`src/rtl/alu32_pkg.sv`:
```
// Shared definitions for the ALU32 serial datapath: FSM state type, default sizes
// and counter sizing helpers.
package alu32_pkg;

    typedef enum logic {
        IDLE = 1'b0,
        RUN  = 1'b1
    } state_t;

    localparam int unsigned DEF_WIDTH = 32;
    localparam int unsigned DEF_CHUNK = 4;

    // Counter must hold N-1 and never be zero width.
    function automatic int unsigned cnt_width(input int unsigned n);
        return (n > 1) ? $clog2(n) : 1;
    endfunction

    localparam int unsigned N     = DEF_WIDTH / DEF_CHUNK;
    localparam int unsigned CNT_W = cnt_width(N);

endpackage

```
`src/rtl/serial_subtractor32_fs_cell.sv`:
```
// 1-bit combinational full subtractor: d = x - y - bi, bo = borrow out.
module fs_cell (
    input  logic x,
    input  logic y,
    input  logic bi,
    output logic d,
    output logic bo
);

    assign d  = x ^ y ^ bi;
    assign bo = (~x & y) | (~(x ^ y) & bi);

endmodule

```
`src/rtl/serial_subtractor32.sv`:
```
// Multi-cycle subtractor computing a - b - bin, CHUNK bits per clock, LSB chunk first.
// Define SERIAL_SUB_OVF_EN to add the signed-overflow output ovf.
module serial_subtractor32
    import alu32_pkg::*;
#(
    parameter int unsigned WIDTH = DEF_WIDTH,
    parameter int unsigned CHUNK = DEF_CHUNK
) (
    input  logic             clk,
    input  logic             rst_n,
    input  logic             start,
    input  logic [WIDTH-1:0] a,
    input  logic [WIDTH-1:0] b,
    input  logic             bin,
    output logic             busy,
    output logic             done,
    output logic [WIDTH-1:0] diff,
    output logic             bout,
    output logic             zero
`ifdef SERIAL_SUB_OVF_EN
    ,
    output logic             ovf
`endif
);

    localparam int unsigned NUM = WIDTH / CHUNK;
    localparam int unsigned CW  = cnt_width(NUM);

    if ((CHUNK == 0) || (WIDTH % CHUNK != 0)) begin : g_chunk_check
        $error("serial_subtractor32: CHUNK must be nonzero and divide WIDTH");
    end

    state_t           state;
    logic [WIDTH-1:0] a_sr;
    logic [WIDTH-1:0] b_sr;
    logic [WIDTH-1:0] diff_sr;
    logic             borrow;
    logic [CW-1:0]    cnt;

    logic [CHUNK-1:0] chunk_d;
    logic [CHUNK:0]   brw;
    logic [WIDTH-1:0] next_diff;

    assign brw[0] = borrow;

    for (genvar i = 0; i < CHUNK; i++) begin : g_cell
        fs_cell u_fs (
            .x  (a_sr[i]),
            .y  (b_sr[i]),
            .bi (brw[i]),
            .d  (chunk_d[i]),
            .bo (brw[i+1])
        );
    end

    // New chunk enters at the top; after N shifts the LSB chunk sits at bit 0.
    assign next_diff = WIDTH'({chunk_d, diff_sr} >> CHUNK);

    always_ff @(posedge clk or negedge rst_n) begin
        if (!rst_n) begin
            state   <= IDLE;
            a_sr    <= '0;
            b_sr    <= '0;
            diff_sr <= '0;
            borrow  <= 1'b0;
            cnt     <= '0;
            busy    <= 1'b0;
            done    <= 1'b0;
            diff    <= '0;
            bout    <= 1'b0;
            zero    <= 1'b0;
`ifdef SERIAL_SUB_OVF_EN
            ovf     <= 1'b0;
`endif
        end else begin
            done <= 1'b0;
            case (state)
                IDLE: begin
                    if (start) begin
                        a_sr   <= a;
                        b_sr   <= b;
                        borrow <= bin;
                        cnt    <= '0;
                        busy   <= 1'b1;
                        state  <= RUN;
                    end
                end
                RUN: begin
                    a_sr    <= a_sr >> CHUNK;
                    b_sr    <= b_sr >> CHUNK;
                    diff_sr <= next_diff;
                    borrow  <= brw[CHUNK];
                    cnt     <= cnt + CW'(1);
                    if (cnt == CW'(NUM - 1)) begin
                        state <= IDLE;
                        busy  <= 1'b0;
                        done  <= 1'b1;
                        diff  <= next_diff;
                        bout  <= brw[CHUNK];
                        zero  <= (next_diff == '0);
`ifdef SERIAL_SUB_OVF_EN
                        ovf   <= brw[CHUNK] ^ brw[CHUNK-1];
`endif
                    end
                end
                default: state <= IDLE;
            endcase
        end
    end

endmodule

```
`config.mk`:
```
export PLATFORM = sky130hd
export DESIGN_NAME = serial_subtractor32
export DESIGN_NICKNAME = d
export VERILOG_FILES = /design/src/rtl/alu32_pkg.sv /design/src/rtl/serial_subtractor32_fs_cell.sv /design/src/rtl/serial_subtractor32.sv
export SDC_FILE = /design/constraint.sdc
export NUM_CORES = 1
export LEC_CHECK = 0
export BUFFER_PORTS_ARGS = -buffer_cell sky130_fd_sc_hd__buf_2
export CORE_MARGIN = 2
export CORE_UTILIZATION = 50
export DETAILED_ROUTE_END_ITERATION = 16
export HOLD_SLACK_MARGIN = 0.06
export PLACE_DENSITY = 0.78
export SETUP_SLACK_MARGIN = 0.3
export SYNTH_ARGS = -nofsm -noshare
export SYNTH_HDL_FRONTEND = slang
export SYNTH_SLANG_ARGS = --single-unit
```
`constraint.sdc`:
```
create_clock -name clk -period 3.1 [get_ports clk]
set_input_delay 0.155 -clock clk [delete_from_list [all_inputs] [get_ports clk]]
set_output_delay 0.155 -clock clk [all_outputs]
set_load 0.01 [all_outputs]
```
# Yosys cells after proc, flatten, opt, wreduce, memory -nomap -nowiden
# Cells that the tools add are included.
# op_classes
reduce_logical,3
n_addsub,1
n_mux,16
n_bitwise,29
eq_ne,3
# op_table
op,n
case mux 32 bit (2 select lines),2
2-to-1 mux 32 bit,2
zero test 32 bit,1
NOT 1 bit,9
bitwise AND 1 bit,8
XOR 1 bit,8
2-to-1 mux 1 bit,7
case mux 1 bit (2 select lines),3
case mux 3 bit (2 select lines),1
bitwise OR 1 bit,4
AND reduction 2 bit,2
adder 3 x 1 -> 3 bit (second input constant),1
== test 3 bit (second input constant),1
2-to-1 mux 3 bit,1
!= test 2 x 1 -> 1 bit (second input constant),1
!= test 2 bit (second input constant),1
# word_totals
in_bits,68
wordCells,63
out_inout_bits,36
register_bits,137

# Logic depth before layout (Yosys ltp)
# Gate-level depths: netlist of run 1.
# depth
ltp_word,11
mapped_depth,10
ltp_nobuf,10

# Cells and area by module
# A second synthesis of run 1 with hierarchy kept.
# unflattened
hier_cells,450
hier_area_um2,5774.3
# modules_own_cells
mod,area_each_um2,seq_area_each_um2,instances,cells_per_inst
serial_subtractor32,5649.2,3328.2,1,434
fs_cell,31.3,0.0,4,4

# Worst setup path before layout of run 1
# No wires, ideal clock.
# synth_path
path_type,register to register
startpoint,register borrow
endpoint,register zero
synth_period_minus_slack_ps,2658
required_time_ps,2997
setup_ps,103
path_stages_with_launch,11
t_arrival_ps,2554
setup_slack_ps,442
n_path_buf,0
cell_sequence,dfrtp_1 inv_1 fa_1 inv_1 fa_1 fa_1 inv_1 fa_1 nor4_1 nand4_1 o41ai_2
# synth_between
elab_chain_len,8
word_cells_on_any_way,11
classes_between,10 x bitwise; 1 x reduce/logical
# synth_rtl
element,line_no,text
from (decl),serial_subtractor32.sv:37,logic borrow;
from (signal assigned),serial_subtractor32.sv:82,borrow <= bin;
from (signal assigned),serial_subtractor32.sv:92,borrow <= brw[CHUNK];
bitwise AND 1 bit,serial_subtractor32_fs_cell.sv:11,assign bo = (~x & y) | (~(x ^ y) & bi);
bitwise OR 1 bit,serial_subtractor32_fs_cell.sv:11,
bitwise AND 1 bit,serial_subtractor32_fs_cell.sv:11,
bitwise OR 1 bit,serial_subtractor32_fs_cell.sv:11,
bitwise AND 1 bit,serial_subtractor32_fs_cell.sv:11,
bitwise OR 1 bit,serial_subtractor32_fs_cell.sv:11,
XOR 1 bit,serial_subtractor32_fs_cell.sv:10,assign d = x ^ y ^ bi;
via g_cell[3].u_fs.d,serial_subtractor32_fs_cell.sv:6,"output logic d,"
zero test 32 bit,serial_subtractor32.sv:100,zero <= (next_diff == '0);
to (signal assigned),serial_subtractor32.sv:100,
to (decl),serial_subtractor32.sv:19,output logic zero
# The timed path passes the listed nets, and every way through them passes these cells.
# A chain may end at the register's enable or synchronous reset.

# Worst setup path after layout of run 1
# layout_path
startpoint,register b_sr[0]
endpoint,register zero
# layout_between
elab_chain_len,10
word_cells_on_any_way,14
classes_between,13 x bitwise; 1 x reduce/logical
# layout_rtl
element,line_no,text
from (decl),serial_subtractor32.sv:35,logic [WIDTH-1:0] b_sr;
from (signal assigned),serial_subtractor32.sv:90,b_sr <= b_sr >> CHUNK;
XOR 1 bit,serial_subtractor32_fs_cell.sv:11,
NOT 1 bit,serial_subtractor32_fs_cell.sv:11,
bitwise AND 1 bit,serial_subtractor32_fs_cell.sv:11,
bitwise OR 1 bit *,serial_subtractor32_fs_cell.sv:11,
bitwise AND 1 bit *,serial_subtractor32_fs_cell.sv:11,
bitwise OR 1 bit *,serial_subtractor32_fs_cell.sv:11,
bitwise AND 1 bit *,serial_subtractor32_fs_cell.sv:11,
bitwise OR 1 bit *,serial_subtractor32_fs_cell.sv:11,
XOR 1 bit *,serial_subtractor32_fs_cell.sv:10,
via g_cell[3].u_fs.d,serial_subtractor32_fs_cell.sv:6,
zero test 32 bit *,serial_subtractor32.sv:100,
# The timed path passes the listed nets; every way through them passes the cells marked *.

==> run summary, run 1 <==
Die
• **Die ar.** 12200 um2
• **core footprint** 10900 um2
• **die boundary height** 110 um
• **number of placed I/O pins** 104
• **Core Rows** 38
• **horizontal die dimension** 110 um
• **initial core utilization** 51.8%

Placement
• **number of placed instances with taps included** 673
• **gp weighted congestion** 0.773
• **detailed placement HPWL** 7580 um
• **placed instance area** 6230 um2
• **setup slack at placement** 0.200 ns
• **number of port buffers** 103

Status
• **run status** finished clean

Routing
• **overall via count from detail_route** 4033
• **First DRT Iteration DRCs** 170
• **post-route ant nets** 0
• **First-pass DRT Iterations** 4
• **average detailed-routed wire length per instance** 16.2 um
• **DRC violation count after routing** 0
• **routed via count divided by cell count** 5.28
• **total wire length after detailed routing** 12400 um

Critical path
• **number of cell instances on the worst register-to-register path** 10
• **largest incremental delay on the critical path** 0.43 ns
• **category of the critical setup timing path** reg2reg
• **element type at the critical path start** flip-flop
• **Crit. End Element** flip-flop
• **reg-to-reg setup timing slack** 0.44 ns
• **Crit-path slowest cell** sky130_fd_sc_hd__fa_1
• **top fanout value on the critical path** 2
• **data required time of the worst path** 3.40 ns
• **capture instance of the worst register-to-register path** zero$_DFFE_PN0P_
• **cells along the critical path** inv_1 > fa_1 > inv_1 > fa_2 > fa_2 > inv_2 > fa_1 > nor4_1 > nand4_1 > o41ai_2
• **CP delay by family, top** adder cells
• **arrival time reported for the critical path endpoint** 2.96 ns
• **critical path buffer and inverter count** 3
• **FF-to-FF Start** b_sr[0]$_DFFE_PN0P_

Min path
• **hold worst-path end** a_sr[1]$_DFFE_PN0P_
• **HP Start** a[1]
• **worst hold-check path type** in2reg
• **WHS Path Cells** 3

Timing
• **number of max-slew violations in the final report** 0
• **remaining max-slew budget at the tightest pin** 29.3%
• **final critical delay including setup and external delays** 2.66 ns
• **setup violators final** 0
• **final worst clock skew** 0.00797 ns
• **Tightest Pin Transition** 1.06 ns
• **Period Utilization, post-route** 85.9%
• **PnR worst setup slack** 0.438 ns
• **RSZ-0062 raised after global routing** false
• **hold violation count in the final report** 0
• **total negative slack for setup checks** 0 ns
• **highest attainable clock frequency** 0.376 GHz

Logic synthesis
• **leading area contributor after synthesis** sky130_fd_sc_hd__dfrtp_1
• **top cell type's share of synthesized area** 58.8%
• **most used standard cell by instance count after synthesis** sky130_fd_sc_hd__dfrtp_1
• **fraction of the mapped netlist area in compound gates** 6.32%
• **share of flip-flops with an asynchronous set or reset after synthesis** 100%
• **top area cells in the synthesized netlist** sky130_fd_sc_hd__dfrtp_1 59%, sky130_fd_sc_hd__mux2i_1 12%, sky130_fd_sc_hd__mux2_2 11%
• **Synth warnings** 0
• **netlist area before placement** 5660 um2
• **top cells by instance count after synthesis** 133 x sky130_fd_sc_hd__dfrtp_1, 67 x sky130_fd_sc_hd__mux2i_1, 63 x sky130_fd_sc_hd__nand2_1
• **xor-xnor portion of the synthesized cell area** 0%
• **adder-cell share of the synthesized area** 1.86%
• **synthesized instance count** 454
• **multiplexer share of the synthesized area** 22.6%
• **post-synthesis register bit count** 133
• **count of unique library cells instantiated by Yosys** 24
• **Main synth FF type** sky130_fd_sc_hd__dfrtp_1
• **dominant combinational cell family by area after synthesis** multiplexers
• **Net Count, Synth** 528
• **count of flip-flops with a built-in enable after synthesis** 0
• **basic-gate share of the synthesized area counting and, or, nand and nor cells** 6.38%
• **sequential cell area fraction in the yosys report** 58.8%
• **Mean Syn Cell Area** 12.5 um2

Global routing
• **pin count of the biggest net entering global routing** 121
• **remaining global-route overflow** 0
• **wire length of the first global-routing pass** 20900 um
• **number of antenna violations at the first check in global routing** 1
• **vias in the first global route** 4270
• **total global-route track usage** 21.3%

Layout
• **post-route cell area** 7380 um2
• **number of fillers in the final layout** 790
• **share of final-layout standard cells stronger than drive strength 1** 31.1%
• **final cell utilization of the core** 67.5%
• **post-synthesis to final-layout area growth** 30.4%
• **Final Net Count** 685
• **final cell count without fillers** 764

Clocking
• **clock tree from TritonCTS** built
• **number of levels in the clock H-tree** 4
• **clock tree root driver cell** sky130_fd_sc_hd__clkbuf_16
• **total clock buffers created by CTS** 17
• **Clock Sinks** 133
• **clock latency of the later-clocked register in the worst-skew pair** 0.41 ns
• **post-CTS clock slew at the launch and capture registers of the worst setup and hold paths** 0.05 ns
• **maximum count of clock buffers along a single path** 2

Flow run
• **number of max-capacitance violations reported** 0

Power
• **Power per Cell Area** 973 nW/um2
• **static leakage** 3.59 nW
• **largest voltage drop on the vdd net** 0.685 mV

-- placed cells by master (no fill, tap or decap), types with 2 or more instances in the layout --
cell type / netlist / layout
sky130_fd_sc_hd__dfrtp_1: 133 / 132
sky130_fd_sc_hd__buf_2: 6 / 101
sky130_fd_sc_hd__mux2i_1: 67 / 67
sky130_fd_sc_hd__nand2_1: 63 / 63
sky130_fd_sc_hd__o21ai_0: 61 / 61
sky130_fd_sc_hd__dlygate4sd3_1: 0 / 58
sky130_fd_sc_hd__mux2_2: 54 / 54
sky130_fd_sc_hd__clkbuf_16: 0 / 17
sky130_fd_sc_hd__nor2_1: 12 / 12
sky130_fd_sc_hd__inv_1: 11 / 9
sky130_fd_sc_hd__nor4_1: 7 / 7
sky130_fd_sc_hd__clkbuf_1: 8 / 7
sky130_fd_sc_hd__buf_4: 9 / 6
sky130_fd_sc_hd__clkbuf_8: 0 / 3
sky130_fd_sc_hd__inv_2: 0 / 2
sky130_fd_sc_hd__a22o_1: 2 / 2
sky130_fd_sc_hd__nand4_1: 2 / 2
sky130_fd_sc_hd__fa_2: 0 / 2
sky130_fd_sc_hd__fa_1: 4 / 2
sky130_fd_sc_hd__ha_1: 2 / 2
sky130_fd_sc_hd__bufinv_16: 0 / 2
sky130_fd_sc_hd__clkinv_2: 0 / 2
-- cell type report --
type,count,area (um2),area share [%]
multi-input combinational,281,2110,28.5
timing repair buffer,167,1160,15.7
sequential,133,3330,45.1
clock inverter,4,70.1,0.949
antenna,1,2.50,0.0339
tap,140,175,2.37
clock buffer,27,493,6.68
inverter,11,41.3,0.559
-- how the worst max path moves through the flow --
stage / from / to / slack, ns / depth (start not counted)
after floorplan: borrow$_DFFE_PN0P_ / zero$_DFFE_PN0P_ / 0.44 / 10
after global placement: borrow$_DFFE_PN0P_ / zero$_DFFE_PN0P_ / 0.35 / 10
after detailed placement: borrow$_DFFE_PN0P_ / zero$_DFFE_PN0P_ / 0.20 / 10
after CTS: borrow$_DFFE_PN0P_ / zero$_DFFE_PN0P_ / 0.33 / 10
after global routing: b_sr[0]$_DFFE_PN0P_ / zero$_DFFE_PN0P_ / 0.32 / 10
final: b_sr[0]$_DFFE_PN0P_ / zero$_DFFE_PN0P_ / 0.44 / 10
-- through the flow --
step                      hold WS, ns  total power [W]
final                          0.0677          0.00718
after global routing           0.0855          0.00767
after CTS                      0.0726          0.00725
after detailed placement        0.405          0.00519
after global placement          0.388          0.00503
after floorplan                -0.141          0.00448
-- worst min-delay path, cell delays in order --
cell	delay (ns)
sky130_fd_sc_hd__buf_2	0.09
sky130_fd_sc_hd__mux2i_1	0.06
sky130_fd_sc_hd__o21ai_0	0.14
-- power by group --
group | total (W) | internal (W) | switching [W]
logic | 0.00221 | 0.00114 | 0.00107
clock network | 0.00191 | 0.00124 | 0.000673
registers | 0.00306 | 0.00250 | 0.000566
total | 0.00718 | 0.00488 | 0.00231
-- cell families (layout without fill, tap and decap cells) --
group / count (synthesis) / in the layout
AOI/OAI and AO/OA: 67 / 67
adders and majority gates: 6 / 6
buffers and inverters: 40 / 209
DFF: 133 / 133
muxes: 121 / 121
other: 0 / 1
and+or+nand+nor: 87 / 87
-- routing by layer --
metal | part of all wire, % | vias up | routed length (um) | global-route usage (%)
met5 | 0 | - | 0 | 0
met4 | 2.0 | 0 | 246 | 7.67
met3 | 4.8 | 21 | 591 | 5.87
met2 | 53 | 108 | 6550 | 37.0
met1 | 40 | 2004 | 5000 | 25.5
li1 | - | 1900 | - | -
-- state kept, by name (all words and copies together), names as in the netlist --
register and cells:
a_sr 32, b_sr 32, diff 32, diff_sr 28
cnt 3, borrow 1, bout 1, busy 1
done 1, state 1, zero 1
-- what timing repair did --
| action | CTS | global route |
|---|---|---|
| buffers inserted | 1 | 0 |
| endpoints found under the hold margin | 174 | 1 |
| pin swaps | 3 | 1 |
| resized for setup | 4 | 0 |
| hold buffers | 57 | 1 |
| setup endpoints to repair | 1 | 1 |
(Power assumes the default switching activity.)
==> run 2, diff against run 1 <==
--- a/config.mk
+++ b/config.mk
@@ -11,6 +11,7 @@
 export DETAILED_ROUTE_END_ITERATION = 16
 export HOLD_SLACK_MARGIN = 0.06
 export PLACE_DENSITY = 0.78
+export RECOVER_POWER = 25
 export SETUP_SLACK_MARGIN = 0.3
 export SYNTH_ARGS = -nofsm -noshare
 export SYNTH_HDL_FRONTEND = slang
==> run 2 against run 1 <==
  * The run now ends with capacitance limit, slew limit left
  * Sequential cell count unchanged
  * Clock skew is essentially flat
  * Fmax down 0.24%
  * Highest routed layer unchanged
  * First-iteration DRC count down 1.2%
  * Clock power about the same
  * Critical path depth unchanged
  * Largest power group unchanged
  * Via count is 0.17% higher
  * Global-route usage unchanged
  * Non-clock buffer count unchanged
==> run summary, run 2 (synthesis results as in run 1) <==
Status
• **run status** complete, but fails checks, was finished clean
• **violations in the final reports** capacitance limit, slew limit

Global routing
• **pin count of the biggest net entering global routing** 121, unchanged
• **vias in the first global route** 4270, unchanged
• **total global-route track usage** 21.3%, unchanged
• **number of antenna violations at the first check in global routing** 1, unchanged
• **wire length of the first global-routing pass** 20900 um, unchanged
• **remaining global-route overflow** 0, unchanged

Placement
• **number of placed instances with taps included** 673, unchanged
• **gp weighted congestion** 0.773, unchanged
• **number of port buffers** 103, unchanged
• **detailed placement HPWL** 7580 um, unchanged

Critical path
• **Crit. End Element** flip-flop, unchanged
• **critical path buffer and inverter count** 3, unchanged
• **cells along the critical path** inv_1 > fa_1 > inv_1 > fa_2 > fa_2 > inv_2 > fa_1 > nor4_1 > nand4_1 > o41ai_2, unchanged
• **top fanout value on the critical path** 2, unchanged
• **arrival time reported for the critical path endpoint** 2.96 ns, about the same
• **Crit-path slowest cell** sky130_fd_sc_hd__fa_1, unchanged
• **largest incremental delay on the critical path** 0.43 ns, about the same
• **CP delay by family, top** adder cells, unchanged
• **category of the critical setup timing path** reg2reg, unchanged
• **element type at the critical path start** flip-flop, unchanged
• **data required time of the worst path** 3.40 ns, about the same

Layout
• **post-synthesis to final-layout area growth** 29.4%, was 30.4%
• **highest-count cells in the layout ignoring fill and taps** 133 x sky130_fd_sc_hd__dfrtp_1, 67 x sky130_fd_sc_hd__mux2i_1, 65 x sky130_fd_sc_hd__buf_2, was 132 x sky130_fd_sc_hd__dfrtp_1, 101 x sky130_fd_sc_hd__buf_2, 67 x sky130_fd_sc_hd__mux2i_1
• **most common library cell in the layout ignoring fill and taps** sky130_fd_sc_hd__dfrtp_1, unchanged
• **Final Net Count** 685, unchanged
• **final cell count without fillers** 764, unchanged
• **final cell utilization of the core** 67.0%, was 67.5%
• **share of final-layout standard cells stronger than drive strength 1** 25.0%, was 31.1%
• **biggest registers after layout** a_sr x32, b_sr x32, diff x32, unchanged

Die
• **number of placed I/O pins** 104, unchanged
• **horizontal die dimension** 110 um, unchanged
• **die boundary height** 110 um, unchanged
• **initial core utilization** 51.8%, unchanged
• **Core Rows** 38, unchanged
• **Die ar.** 12200 um2, unchanged
• **core footprint** 10900 um2, unchanged

Timing
• **remaining max-slew budget at the tightest pin** -6.98%, was 29.3%
• **total negative slack for setup checks** 0 ns, unchanged
• **Tightest Pin Transition** 1.60 ns, was 1.06 ns
• **number of max-slew violations in the final report** 121, was 0
• **highest attainable clock frequency** 0.375 GHz, was 0.376 GHz
• **hold violation count in the final report** 0, unchanged
• **final critical delay including setup and external delays** 2.67 ns, was 2.66 ns
• **Hold Worst Slack** 0.0679 ns, was 0.0677 ns
• **final worst clock skew** 0.00780 ns, was 0.00797 ns
• **RSZ-0062 raised after global routing** false, unchanged
• **Period Utilization, post-route** 86.1%, was 85.9%
• **setup violators final** 0, unchanged

Clocking
• **total clock buffers created by CTS** 17, unchanged
• **clock tree from TritonCTS** built, unchanged
• **Clock Sinks** 133, unchanged
• **clock tree root driver cell** sky130_fd_sc_hd__clkbuf_16, unchanged
• **post-CTS clock slew at the launch and capture registers of the worst setup and hold paths** 0.05 ns, about the same
• **maximum count of clock buffers along a single path** 2, unchanged
• **clock latency of the later-clocked register in the worst-skew pair** 0.41 ns, about the same
• **number of levels in the clock H-tree** 4, unchanged

Routing
• **First-pass DRT Iterations** 4, unchanged
• **average detailed-routed wire length per instance** 16.3 um, was 16.2 um
• **routed via count divided by cell count** 5.29, was 5.28
• **DRC violation count after routing** 0, unchanged
• **total wire length after detailed routing** 12500 um, was 12400 um
• **First DRT Iteration DRCs** 168, was 170
• **overall via count from detail_route** 4040, was 4033
• **post-route ant nets** 0, unchanged

Power
• **static leakage** 3.47 nW, was 3.59 nW
• **total design power** 0.00713 W, was 0.00718 W
• **largest voltage drop on the vdd net** 0.671 mV, was 0.685 mV
• **Power per Cell Area** 973 nW/um2, about the same

Flow run
• **number of max-capacitance violations reported** 1, was 0

Min path
• **worst hold-check path type** in2reg, unchanged

[run 2: cell types whose count changed in the layout (fill, tap and decap cells not counted), sizes merged]
cell,delta
buf,-38
clkbuf,+38
[run 2: layout make-up]
cell class | instances | area (um2)
repair buffers | 167 | 1110
fillers | 817 | 3610
inverters | 11 | 41.3
multi-input cells | 281 | 2110
well taps | 140 | 175
flip-flops and latches | 133 | 3330
diodes | 1 | 2.50
clock buffers | 27 | 493
clock inverters | 4 | 70.1
[run 2: report_power, final]
part	switching [W]	internal [W]	leakage (nW)	total [W]
registers	0.000574	0.00249	1.68	0.00307
clock network	0.000673	0.00124	0.275	0.00191
logic	0.00107	0.00108	1.52	0.00215
[run 2: worst paths after layout]
check	start	endpoint	slack, ns	cells past startpoint
setup / recovery	b_sr[0]$_DFFE_PN0P_	zero$_DFFE_PN0P_	0.43	10
max in group asynchronous	rst_n	b_sr[27]$_DFFE_PN0P_	1.38	2
setup reg to reg	b_sr[0]$_DFFE_PN0P_	zero$_DFFE_PN0P_	0.43	10
hold reg to reg	a_sr[17]$_DFFE_PN0P_	a_sr[13]$_DFFE_PN0P_	0.48	2
min in group asynchronous	rst_n	diff[15]$_DFFE_PN0P_	0.71	2
hold / removal	a[1]	a_sr[1]$_DFFE_PN0P_	0.07	3
[run 2: metrics by stage]
step,instance area [um2],setup slack [ns]
2_1_floorplan,5660,0.442
3_3_place_gp,6230,0.346
3_5_place_dp,6230,0.200
4_1_cts,7370,0.331
5_1_grt,7330,0.315
6_report,7330,0.432
[run 2: repair_timing]
action / in CTS / in global routing
setup endpoints to repair: 1 / 1
hold buffers: 57 / 1
gates resized for setup: 4 / 0
pin swaps: 3 / 1
buffers inserted: 1 / 0
hold endpoints to repair: 174 / 1
[run 2: tightest hold or removal path, cell delays in order]
cell and delay (ns):
sky130_fd_sc_hd__buf_2 0.09, sky130_fd_sc_hd__mux2i_1 0.06, sky130_fd_sc_hd__o21ai_0 0.14
[run 2: metal layers]
| layer | track usage, % | vias to the layer above | wire length (um) | part of all wire (%) |
|---|---|---|---|---|
| met1 | 25.5 | 2009 | 5070 | 41 |
| met5 | 0 | - | 0 | 0 |
| met4 | 7.67 | 0 | 245 | 2.0 |
| li1 | - | 1902 | - | - |
| met3 | 5.87 | 21 | 605 | 4.9 |
| met2 | 37.0 | 108 | 6540 | 52 |
